## src/rtl/clk_ce_if.sv

```systemverilog
// Control/status bundle between the CPU clock-enable generator and its host.
// The master drives the mode, divisor and step button, and the slave returns the enable and status.
interface clk_ce_if #(
  parameter int unsigned CNT_W = 27
);
  logic [1:0]       mode;
  logic             div_load;
  logic [CNT_W-1:0] div_value;
  logic             step_btn;
  logic             ce;
  logic             sq_out;
  logic [CNT_W-1:0] div_active;
  logic             load_err;
  logic [15:0]      ce_count;

  modport master (
    output mode, div_load, div_value, step_btn,
    input  ce, sq_out, div_active, load_err, ce_count
  );

  modport slave (
    input  mode, div_load, div_value, step_btn,
    output ce, sq_out, div_active, load_err, ce_count
  );
endinterface

```

## src/rtl/clk_ce_gen.sv

```systemverilog
// Clock-enable generator for the CPU domain. It supports halt, debounced single-step, divided
// rate and full rate, and it exports a square wave and a pulse counter for the debug display.
module clk_ce_gen #(
  parameter int unsigned CNT_W       = 27,
  parameter int unsigned DIV_DEFAULT = 100_000_000,
  parameter int unsigned DB_W        = 20,
  parameter int unsigned DB_CYCLES   = 1_000_000
) (
  input logic     clk_100mhz,
  input logic     reset,
  clk_ce_if.slave bus
);

  typedef enum logic [1:0] {
    ModeHalt = 2'b00,
    ModeStep = 2'b01,
    ModeDiv  = 2'b10,
    ModeFull = 2'b11
  } mode_e;

  logic [CNT_W-1:0] cnt_q, cnt_d;
  logic [CNT_W-1:0] div_active_q, div_active_d;
  logic             ce_q, ce_d;
  logic             sq_q, sq_d;
  logic             load_err_q, load_err_d;
  logic [15:0]      ce_count_q, ce_count_d;
  logic             btn_meta_q, btn_meta_d;
  logic             btn_sync_q, btn_sync_d;
  logic             db_level_q, db_level_d;
  logic [DB_W-1:0]  db_cnt_q, db_cnt_d;
  logic             step_rise_q, step_rise_d;

  mode_e mode;
  logic  load_ok;
  logic  wrap;

  always_comb begin
    mode    = mode_e'(bus.mode);
    load_ok = bus.div_load && (bus.div_value >= CNT_W'(2));
    wrap    = (mode == ModeDiv) && (cnt_q == div_active_q - CNT_W'(1));

    // A rejected load leaves both the divisor and the count untouched.
    div_active_d = load_ok ? bus.div_value : div_active_q;
    load_err_d   = bus.div_load && !load_ok;

    if (load_ok || (mode != ModeDiv) || wrap) begin
      cnt_d = '0;
    end else begin
      cnt_d = cnt_q + CNT_W'(1);
    end

    sq_d = (mode == ModeDiv) && (cnt_q < (div_active_q >> 1));

    btn_meta_d  = bus.step_btn;
    btn_sync_d  = btn_meta_q;
    db_level_d  = db_level_q;
    db_cnt_d    = '0;
    if (btn_sync_q != db_level_q) begin
      if (db_cnt_q == DB_W'(DB_CYCLES - 1)) begin
        db_level_d = btn_sync_q;
      end else begin
        db_cnt_d = db_cnt_q + DB_W'(1);
      end
    end
    step_rise_d = db_level_d && !db_level_q;

    unique case (mode)
      ModeHalt: ce_d = 1'b0;
      ModeStep: ce_d = step_rise_q;
      ModeDiv:  ce_d = wrap && !load_ok;  // a concurrent load swallows this wrap
      ModeFull: ce_d = 1'b1;
      default:  ce_d = 1'b0;
    endcase

    ce_count_d = ce_count_q + {15'd0, ce_d};
  end

  always_ff @(posedge clk_100mhz) begin
    if (!reset) begin
      cnt_q        <= '0;
      div_active_q <= CNT_W'(DIV_DEFAULT);
      ce_q         <= 1'b0;
      sq_q         <= 1'b0;
      load_err_q   <= 1'b0;
      ce_count_q   <= '0;
      btn_meta_q   <= 1'b0;
      btn_sync_q   <= 1'b0;
      db_level_q   <= 1'b0;
      db_cnt_q     <= '0;
      step_rise_q  <= 1'b0;
    end else begin
      cnt_q        <= cnt_d;
      div_active_q <= div_active_d;
      ce_q         <= ce_d;
      sq_q         <= sq_d;
      load_err_q   <= load_err_d;
      ce_count_q   <= ce_count_d;
      btn_meta_q   <= btn_meta_d;
      btn_sync_q   <= btn_sync_d;
      db_level_q   <= db_level_d;
      db_cnt_q     <= db_cnt_d;
      step_rise_q  <= step_rise_d;
    end
  end

  assign bus.ce         = ce_q;
  assign bus.sq_out     = sq_q;
  assign bus.div_active = div_active_q;
  assign bus.load_err   = load_err_q;
  assign bus.ce_count   = ce_count_q;

endmodule

```

## src/flat_wrapper.sv

```systemverilog
// flat-port wrapper written by rule: the top's interface ports become plain ports
module clk_ce_gen_flat 
#(
  parameter int unsigned CNT_W       = 27,
  parameter int unsigned DIV_DEFAULT = 100_000_000,
  parameter int unsigned DB_W        = 20,
  parameter int unsigned DB_CYCLES   = 1_000_000
)
  (clk_100mhz, reset, bus_mode, bus_div_load, bus_div_value, bus_step_btn, bus_ce, bus_sq_out, bus_div_active, bus_load_err, bus_ce_count);
  clk_ce_if #(.CNT_W(CNT_W)) bus_i ();
  input logic clk_100mhz;
  input logic reset;
  input wire logic [$bits(bus_i.mode)-1:0] bus_mode;
  input wire logic [$bits(bus_i.div_load)-1:0] bus_div_load;
  input wire logic [$bits(bus_i.div_value)-1:0] bus_div_value;
  input wire logic [$bits(bus_i.step_btn)-1:0] bus_step_btn;
  output wire logic [$bits(bus_i.ce)-1:0] bus_ce;
  output wire logic [$bits(bus_i.sq_out)-1:0] bus_sq_out;
  output wire logic [$bits(bus_i.div_active)-1:0] bus_div_active;
  output wire logic [$bits(bus_i.load_err)-1:0] bus_load_err;
  output wire logic [$bits(bus_i.ce_count)-1:0] bus_ce_count;
  assign bus_i.mode = bus_mode;
  assign bus_i.div_load = bus_div_load;
  assign bus_i.div_value = bus_div_value;
  assign bus_i.step_btn = bus_step_btn;
  assign bus_ce = bus_i.ce;
  assign bus_sq_out = bus_i.sq_out;
  assign bus_div_active = bus_i.div_active;
  assign bus_load_err = bus_i.load_err;
  assign bus_ce_count = bus_i.ce_count;
  clk_ce_gen #(.CNT_W(CNT_W), .DIV_DEFAULT(DIV_DEFAULT), .DB_W(DB_W), .DB_CYCLES(DB_CYCLES)) u_core (.clk_100mhz(clk_100mhz), .reset(reset), .bus(bus_i));
endmodule
```

## config.mk

```make
export PLATFORM = sky130hd
export DESIGN_NAME = clk_ce_gen_flat
export DESIGN_NICKNAME = d
export VERILOG_FILES = /design/src/rtl/clk_ce_if.sv /design/src/rtl/clk_ce_gen.sv /design/src/flat_wrapper.sv
export SDC_FILE = /design/constraint.sdc
export NUM_CORES = 1
export LEC_CHECK = 0
export ABC_AREA = 1
export CAP_MARGIN = 20
export CORE_MARGIN = 8
export CORE_UTILIZATION = 50
export CTS_BUF_LIST = sky130_fd_sc_hd__clkbuf_4
export DETAILED_ROUTE_END_ITERATION = 7
export DONT_BUFFER_PORTS = 1
export GPL_TIMING_DRIVEN = 0
export PLACE_DENSITY = 0.66
export SETUP_SLACK_MARGIN = 0.05
export SYNTH_ARGS = -nofsm -noshare
export SYNTH_HDL_FRONTEND = slang
export SYNTH_SLANG_ARGS = --single-unit
```

## constraint.sdc

```tcl
create_clock -name clk_100mhz -period 3.7 [get_ports clk_100mhz]
set_clock_uncertainty 0.1 [all_clocks]
set_input_delay 0.74 -clock clk_100mhz [delete_from_list [all_inputs] [get_ports clk_100mhz]]
set_output_delay 0.74 -clock clk_100mhz [all_outputs]
set_load 0.02 [all_outputs]
```

==> flow_metrics.tcl, run 1 <==
set metrics [dict create \
    status "finished, final reports clean" \
    vdd_drop_max_mv 0.2278 \
    grt_pass1_wl_um 25660 \
    path_max_fanout 7 \
    hold_class "in -> reg" \
    min_period_ns 3.484 \
    die_area_sq_um 15380 \
    synth_nets 902 \
    core_region_area_sq_um 11420 \
    synth-edff-count 0 \
    grt_pass1_vias 5210 \
    drive_above_1_share_pct 13.25 \
    routedWlPerCell_um 16.08 \
    rsz0062_at_grt "true" \
    ys.flop_type "dfxtp_1" \
    use_met3_pct 6.482 \
    crit_path_top_delay_cell "dfxtp_4" \
    p_per_area_nw_per_um2 309.7 \
    rrSetupSlack_ns 0.22 \
    synth_cell_type_count 38 \
    avgSynthCellArea_sq_um 6.954 \
    io_pins 79 \
    crit_family "simple AND/OR/NAND/NOR gates" \
    start_kind "flop" \
    setup-tns-final_ns 0 \
    vias_per_cell 5.446 \
    numCtsBuffers 9 \
    critPathRequiredTime_ns 4.03 \
    final_max_slew_viol_count 0 \
    layout_common_cells "nand2_1, inv_1, nor2_1" \
    cts_tree "yes" \
    worst_pin_slew_ns 0.8094 \
    clk_pin_slew_ns 0.16 \
    total_power_uw 1995 \
    root_buffer "clkbuf_4" \
    yosysWarnings 0 \
    dp.final_hpwl_um 12620 \
    dp.cells 982 \
    dr.pass1.iters 5 \
    globalRoute.busiestLayer "met2" \
    path_buf_inv 2 \
    postLayoutCellArea_sq_um 6444 \
    dr_total_vias 5506 \
    grt_usage_pct 21.58 \
    async_flop_share_pct 0 \
    cts_sinks 97 \
    ys_ff_latch 97 \
    drv_cap 0 \
    portBuffers 0 \
    cpPeakStageDelay_ns 0.41 \
    fin_nets 926 \
    placed_cell_area_sq_um 6013 \
    start_util_pct 51.10 \
    post-route-drc-count 0 \
    postRouteAntennaNets 0 \
    final_cells 1011 \
    relSlewSlack_pct 46.04 \
    ys_seq_area_share_pct 33.28 \
    grt_use_met2_pct 36.13 \
    end_kind "flop" \
    area_growth_pct 10.44 \
    hold_violations 0 \
    first_iter_violations 355 \
    final_common_cell "nand2_1" \
    grt_use_met1_pct 25.72 \
    antenna_found_initial 2 \
    grt_max_degree 17 \
    die_w_um 124.0 \
    path_class "reg -> reg" \
    cts_max_level 3 \
    fmax_mhz 287.0 \
    syn_area_sq_um 5834 \
    min_period_over_period_pct 94.16 \
    pre_cts_slack_ns -0.6475 \
    setup_viol 0 \
    diodes 0 \
    die-height_um 124.0 \
    globalplace.congestion 0.9067 \
    p_leak_uw 0.002619 \
    worst_slack_ns 0.2160 \
    crit_arrival_ns 3.81 \
    rows 39 \
    syn-instance-count 839 \
    clockBufferDepth 2 \
    cts_hold_buf 0 \
    grt_overflow 0 \
    clk_latency_ns 0.49 \
    wirelength_um 16260 \
]
## state kept, by name, summed over array words and instances, names as in the netlist
| name | count |
|---|---|
| u_core.bus.sq_out | 1 |
| u_core.bus.div_active | 27 |
| u_core.bus.ce_count | 16 |
| u_core.step_rise_q | 1 |
| u_core.bus.load_err | 1 |
| u_core.btn_meta_q | 1 |
| u_core.db_cnt_q | 20 |
| u_core.btn_sync_q | 1 |
| u_core.db_level_q | 1 |
| u_core.cnt_q | 27 |
| u_core.bus.ce | 1 |
## final timing paths
kind | from | end | cells after the start
setup reg to reg | u_core.bus.div_active[0] | u_core.bus.ce_count[14] | 25
hold / removal | bus_step_btn | u_core.btn_meta_q | 2
setup / recovery | u_core.bus.div_active[0] | u_core.bus.ce_count[14] | 25
hold reg to reg | u_core.btn_meta_q | u_core.btn_sync_q | 2
## report_power, final
| part | leakage (uW) | internal (uW) | switching [uW] | total (uW) |
|---|---|---|---|---|
| combinational | 0.00176 | 94.4 | 174 | 268 |
| sequential | 0.000793 | 1070 | 69.9 | 1140 |
| clock | 0.0000676 | 205 | 381 | 586 |
## through the flow
stage	util [%]	hold WS [ns]
floorplan	-	0.2905
global placement	52.66	0.2954
detailed placement	52.66	0.3100
CTS	54.53	0.2087
global route	56.43	0.2153
finish	56.43	0.2507
## metal layers
metal	vias to the layer above	routed length (um)
li1	2771	-
met1	2565	6968
met3	21	1343
met4	2	277
met5	-	10
met2	147	7656
## what timing repair did
action                     CTS  global route
cloned                       0             1
hold endpoints to repair     0             0
setup endpoints to repair    7             5
pin swaps                    6            13
buffers inserted             3             9
gates resized for setup     23            38
## synth_stat cells (2+ instances only)
cell type,number,area [sq um]
a211oi_1,2,15.01
a21oi_1,48,240.2
buf_1,3,11.26
clkbuf_1,8,30.03
dfxtp_1,97,1942
ha_1,30,375.4
inv_1,109,409.1
inv_2,2,7.510
nand2_1,185,694.4
nand2_2,2,12.51
nand2_4,3,33.78
nand3_1,48,240.2
nand3_4,2,35.03
nand3b_1,7,52.55
nand4_1,22,137.6
nor2_1,110,412.9
nor2_2,19,118.9
nor2_4,8,90.09
nor3_1,14,70.07
nor4_1,8,50.05
o2111ai_1,2,17.52
o211ai_1,13,97.59
o21a_1,5,37.54
o21ai_0,31,155.2
o21bai_1,2,15.01
or2_2,3,18.77
xnor2_1,14,122.6
xor2_1,32,280.3
## cell families (layout without fill, tap and decap cells)
group | after synthesis | after routing | share of synthesized area [%]
xor gates and xnor gates | 46 | 46 | 6.905
DFF | 97 | 97 | 33.28
AOI/OAI and AO/OA | 104 | 104 | 9.993
and+or+nand+nor | 437 | 438 | 34.85
adders and majority gates | 30 | 30 | 6.434
buffers and inverters | 125 | 153 | 8.535
## area by class of cell
cell class,instances,area [sq um]
inverters,112,429.2
clock buffers,9,67.56
multi-input cells,618,3540
plain buffers,13,76.32
well taps,143,178.9
flip-flops and latches,97,1976
clock inverters,7,70.07
repair buffers,12,106.4
fillers,1132,4975
Power figures use the tool's default switching activity.
==> run 2: changes to the inputs <==
--- a/config.mk
+++ b/config.mk
@@ -15,6 +15,7 @@
 export GPL_TIMING_DRIVEN = 0
 export PLACE_DENSITY = 0.66
 export SETUP_SLACK_MARGIN = 0.05
+export SKIP_LAST_GASP = 1
 export SYNTH_ARGS = -nofsm -noshare
 export SYNTH_HDL_FRONTEND = slang
 export SYNTH_SLANG_ARGS = --single-unit
==> results of run 2 <==
Same layout as run 1: the final DEF is identical, and so are final timing and power.
==> run 3: changes to the inputs <==
--- a/config.mk
+++ b/config.mk
@@ -5,11 +5,11 @@
 export SDC_FILE = /design/constraint.sdc
 export NUM_CORES = 1
 export LEC_CHECK = 0
-export ABC_AREA = 1
 export CAP_MARGIN = 20
 export CORE_MARGIN = 8
 export CORE_UTILIZATION = 50
 export CTS_BUF_LIST = sky130_fd_sc_hd__clkbuf_4
+export CTS_CLUSTER_DIAMETER = 30
 export DETAILED_ROUTE_END_ITERATION = 7
 export DONT_BUFFER_PORTS = 1
 export GPL_TIMING_DRIVEN = 0
==> flow_metrics.tcl, run 3 <==
set metrics [dict create \
    regToRegEndpoint "u_core.bus.ce_count[13]" \
    setup_viol 11 \
    path_max_fanout 8 \
    die-height_um 120.3 \
    r2r_start "u_core.bus.div_active[9]" \
    path_buf_inv 1 \
    fmax_mhz 265.9 \
    die_area_sq_um 14470 \
    hold_path_depth 1 \
    hold_class "in -> reg" \
    synth_cell_type_count 46 \
    final_common_cell "dfxtp_1" \
    seqCellArea_sq_um 1962 \
    power_frac_clock_pct 27.8 \
    syn_area_sq_um 5439 \
    ys.flop_type "dfxtp_1" \
    rrSetupSlack_ns -0.06 \
    dr.pass1.iters 4 \
    grt_pass1_vias 4408 \
    p_switching_uw 541.0 \
    worst_slack_ns -0.06085 \
    ys_ff_latch 97 \
    area_growth_pct 9.754 \
    cts_max_level 3 \
    r2r_cells 14 \
    post-route-drc-count 0 \
    p_comb_share_pct 10.8 \
    crit_cells 14 \
    final_max_slew_viol_count 0 \
    clk_pin_slew_ns 0.15 \
    yosys-top-cells-count "dfxtp_1, nor2_1, nand2_1" \
    relSlewSlack_pct 52.52 \
    yosysMostFrequentCell "dfxtp_1" \
    fillers 1032 \
    critPathRequiredTime_ns 3.97 \
    crit_arrival_ns 4.04 \
    syn-instance-count 656 \
    setup-tns-final_ns -0.3474 \
    diodes 0 \
    globalplace.congestion 0.8915 \
    min_period_ns 3.761 \
    synth_area_leaders "dfxtp_1, xnor2_1, ha_1" \
    status "finished, violations left" \
    hold_violations 0 \
    violations "negative setup slack" \
    final_util_pct 55.55 \
    intPower_uw 1300 \
    synth-edff-count 0 \
    avgSynthCellArea_sq_um 8.291 \
    end_kind "flop" \
    yosys.area_share.simple_pct 26.71 \
    antenna_found_initial 0 \
    rsz0062_at_grt "true" \
    start_util_pct 50.62 \
    die_w_um 120.3 \
    portBuffers 0 \
    fin_nets 736 \
    core_region_area_sq_um 10750 \
    synth_xor_area_share_pct 14.98 \
    seqPwrFrac_pct 61.5 \
    first_iter_violations 273 \
    worst_pin_slew_ns 0.6943 \
    drv_cap 0 \
    synth_top_area_share_pct 35.70 \
    yosysWarnings 0 \
    cpPeakStageDelay_ns 0.57 \
    crit_path_top_delay_cell "or4_4" \
    vdd_drop_max_mv 0.1743 \
    min_period_over_period_pct 101.6 \
    drive_above_1_share_pct 9.306 \
    grt_max_degree 16 \
    multiInputGateArea_sq_um 3378 \
    path_class "reg -> reg" \
    synth_top_family_by_area "simple AND/OR/NAND/NOR gates" \
    clk_latency_ns 0.46 \
    synth_nets 719 \
    synth_mux_area_share_pct 0.3681 \
    io_pins 79 \
    dp.final_hpwl_um 11020 \
    grt_overflow 0 \
    pre_cts_slack_ns -0.4989 \
    grt_usage_pct 19.51 \
    dr_total_vias 4588 \
    start_kind "flop" \
    rows 38 \
    async_flop_share_pct 0 \
    dp.cells 796 \
    root_buffer "clkbuf_4" \
    hold_slack_ns 0.2903 \
    ys_seq_area_share_pct 35.70 \
    final_cells 817 \
    synth_fa_ha_area_share_pct 6.901 \
    cts_sinks 97 \
    synth_area_leader_cell "dfxtp_1" \
    cts_tree "yes" \
    routedWlPerCell_um 17.42 \
    clockBufferDepth 2 \
    numCtsBuffers 9 \
    startpoint "u_core.bus.div_active[9]" \
    path_cells "or4_4 > or3_4 > a2111oi_4 > o22ai_2 > a2111oi_2 > and4_1 > a31oi_2 > nor2_1 > ha_2 > and3_4 > buf_8 > nand4_1 > xnor2_1 > and2_1" \
    postRouteAntennaNets 0 \
    switching_share_pct 29.38 \
    layout_common_cells "dfxtp_1, nor2_1, nand2_1" \
    p_leak_uw 0.002285 \
    synth_compound_area_share_pct 10.51 \
    grt_pass1_wl_um 22430 \
    p_per_area_nw_per_um2 308.4 \
    critPathCapture "u_core.bus.ce_count[13]" \
    vias_per_cell 5.616 \
    wirelength_um 14230 \
    crit_family "simple AND/OR/NAND/NOR gates" \
]
## run 3: cell count changes after synthesis, moves of 19 or more
| cell | previous run | this run |
|---|---|---|
| a21oi_1 | 48 | 10 |
| nand2_1 | 185 | 70 |
| nor2_2 | 19 | 0 |
| xnor2_1 | 14 | 51 |
| nand3_1 | 48 | 29 |
| o21ai_0 | 31 | 9 |
| inv_1 | 109 | 34 |
| and2_1 | 0 | 23 |
| nor2_1 | 110 | 72 |
## run 3: logic make-up (layout without fill, tap and decap cells)
group           Yosys count  in the layout
compound gates           80             80
xor+xnor                 93             93
fa+ha+maj                30             30
buf+inv                  64             85
flops                    97             97
mux                       2              2
simple gates            290            290
## run 3: worst min path at each step
stage	endpoint	slack, ns	start
floorplan	u_core.btn_sync_q	0.31	u_core.btn_meta_q
global placement	u_core.btn_sync_q	0.32	u_core.btn_meta_q
detailed placement	u_core.btn_sync_q	0.33	u_core.btn_meta_q
CTS	u_core.bus.div_active[1]	0.27	bus_div_value[1]
global route	u_core.bus.div_active[19]	0.26	bus_div_value[19]
finish	u_core.btn_meta_q	0.29	bus_step_btn
## run 3: power by group through the flow
stage          sequential, uW  combinational (uW)  clock [uW]
3_3_place_gp             1150                 172           0
5_1_grt                  1140                 220         570
2_1_floorplan            1140                 134           0
6_report                 1130                 198         511
4_1_cts                  1130                 188         529
3_5_place_dp             1150                 175           0
## run 3: what timing repair did
item,in CTS,in global routing
endpoints found under the hold margin,0,0
hold buffers,0,0
cloned,0,0
setup buffers,6,2
pin swaps,9,6
endpoints found under the setup margin,16,15
gates resized for setup,29,18
## run 3: through the flow
step	total power [uW]	cell area, sq um
floorplan	1271	5441
global placement	1324	5617
detailed placement	1328	5617
CTS	1849	5887
global route	1928	5969
finish	1841	5969
## run 3: cell type report
class | count | share of cell area, %
Buffer | 29 | 2.683
Timing Repair Buffer | 7 | 0.8803
Multi-Input combinational cell | 495 | 56.59
Clock inverter | 4 | 0.5240
Tap cell | 140 | 2.934
Clock buffer | 11 | 1.383
Sequential cell | 97 | 32.87
Inverter | 34 | 2.138
## run 3: routing by layer
| metal | track usage [%] | vias to the layer above | wire [um] |
|---|---|---|---|
| li1 | - | 2278 | - |
| met1 | 23.68 | 2144 | 6311 |
| met2 | 31.44 | 134 | 6446 |
| met3 | 5.781 | 32 | 1065 |
| met4 | 8.665 | 0 | 408 |
| met5 | 0 | - | 0 |
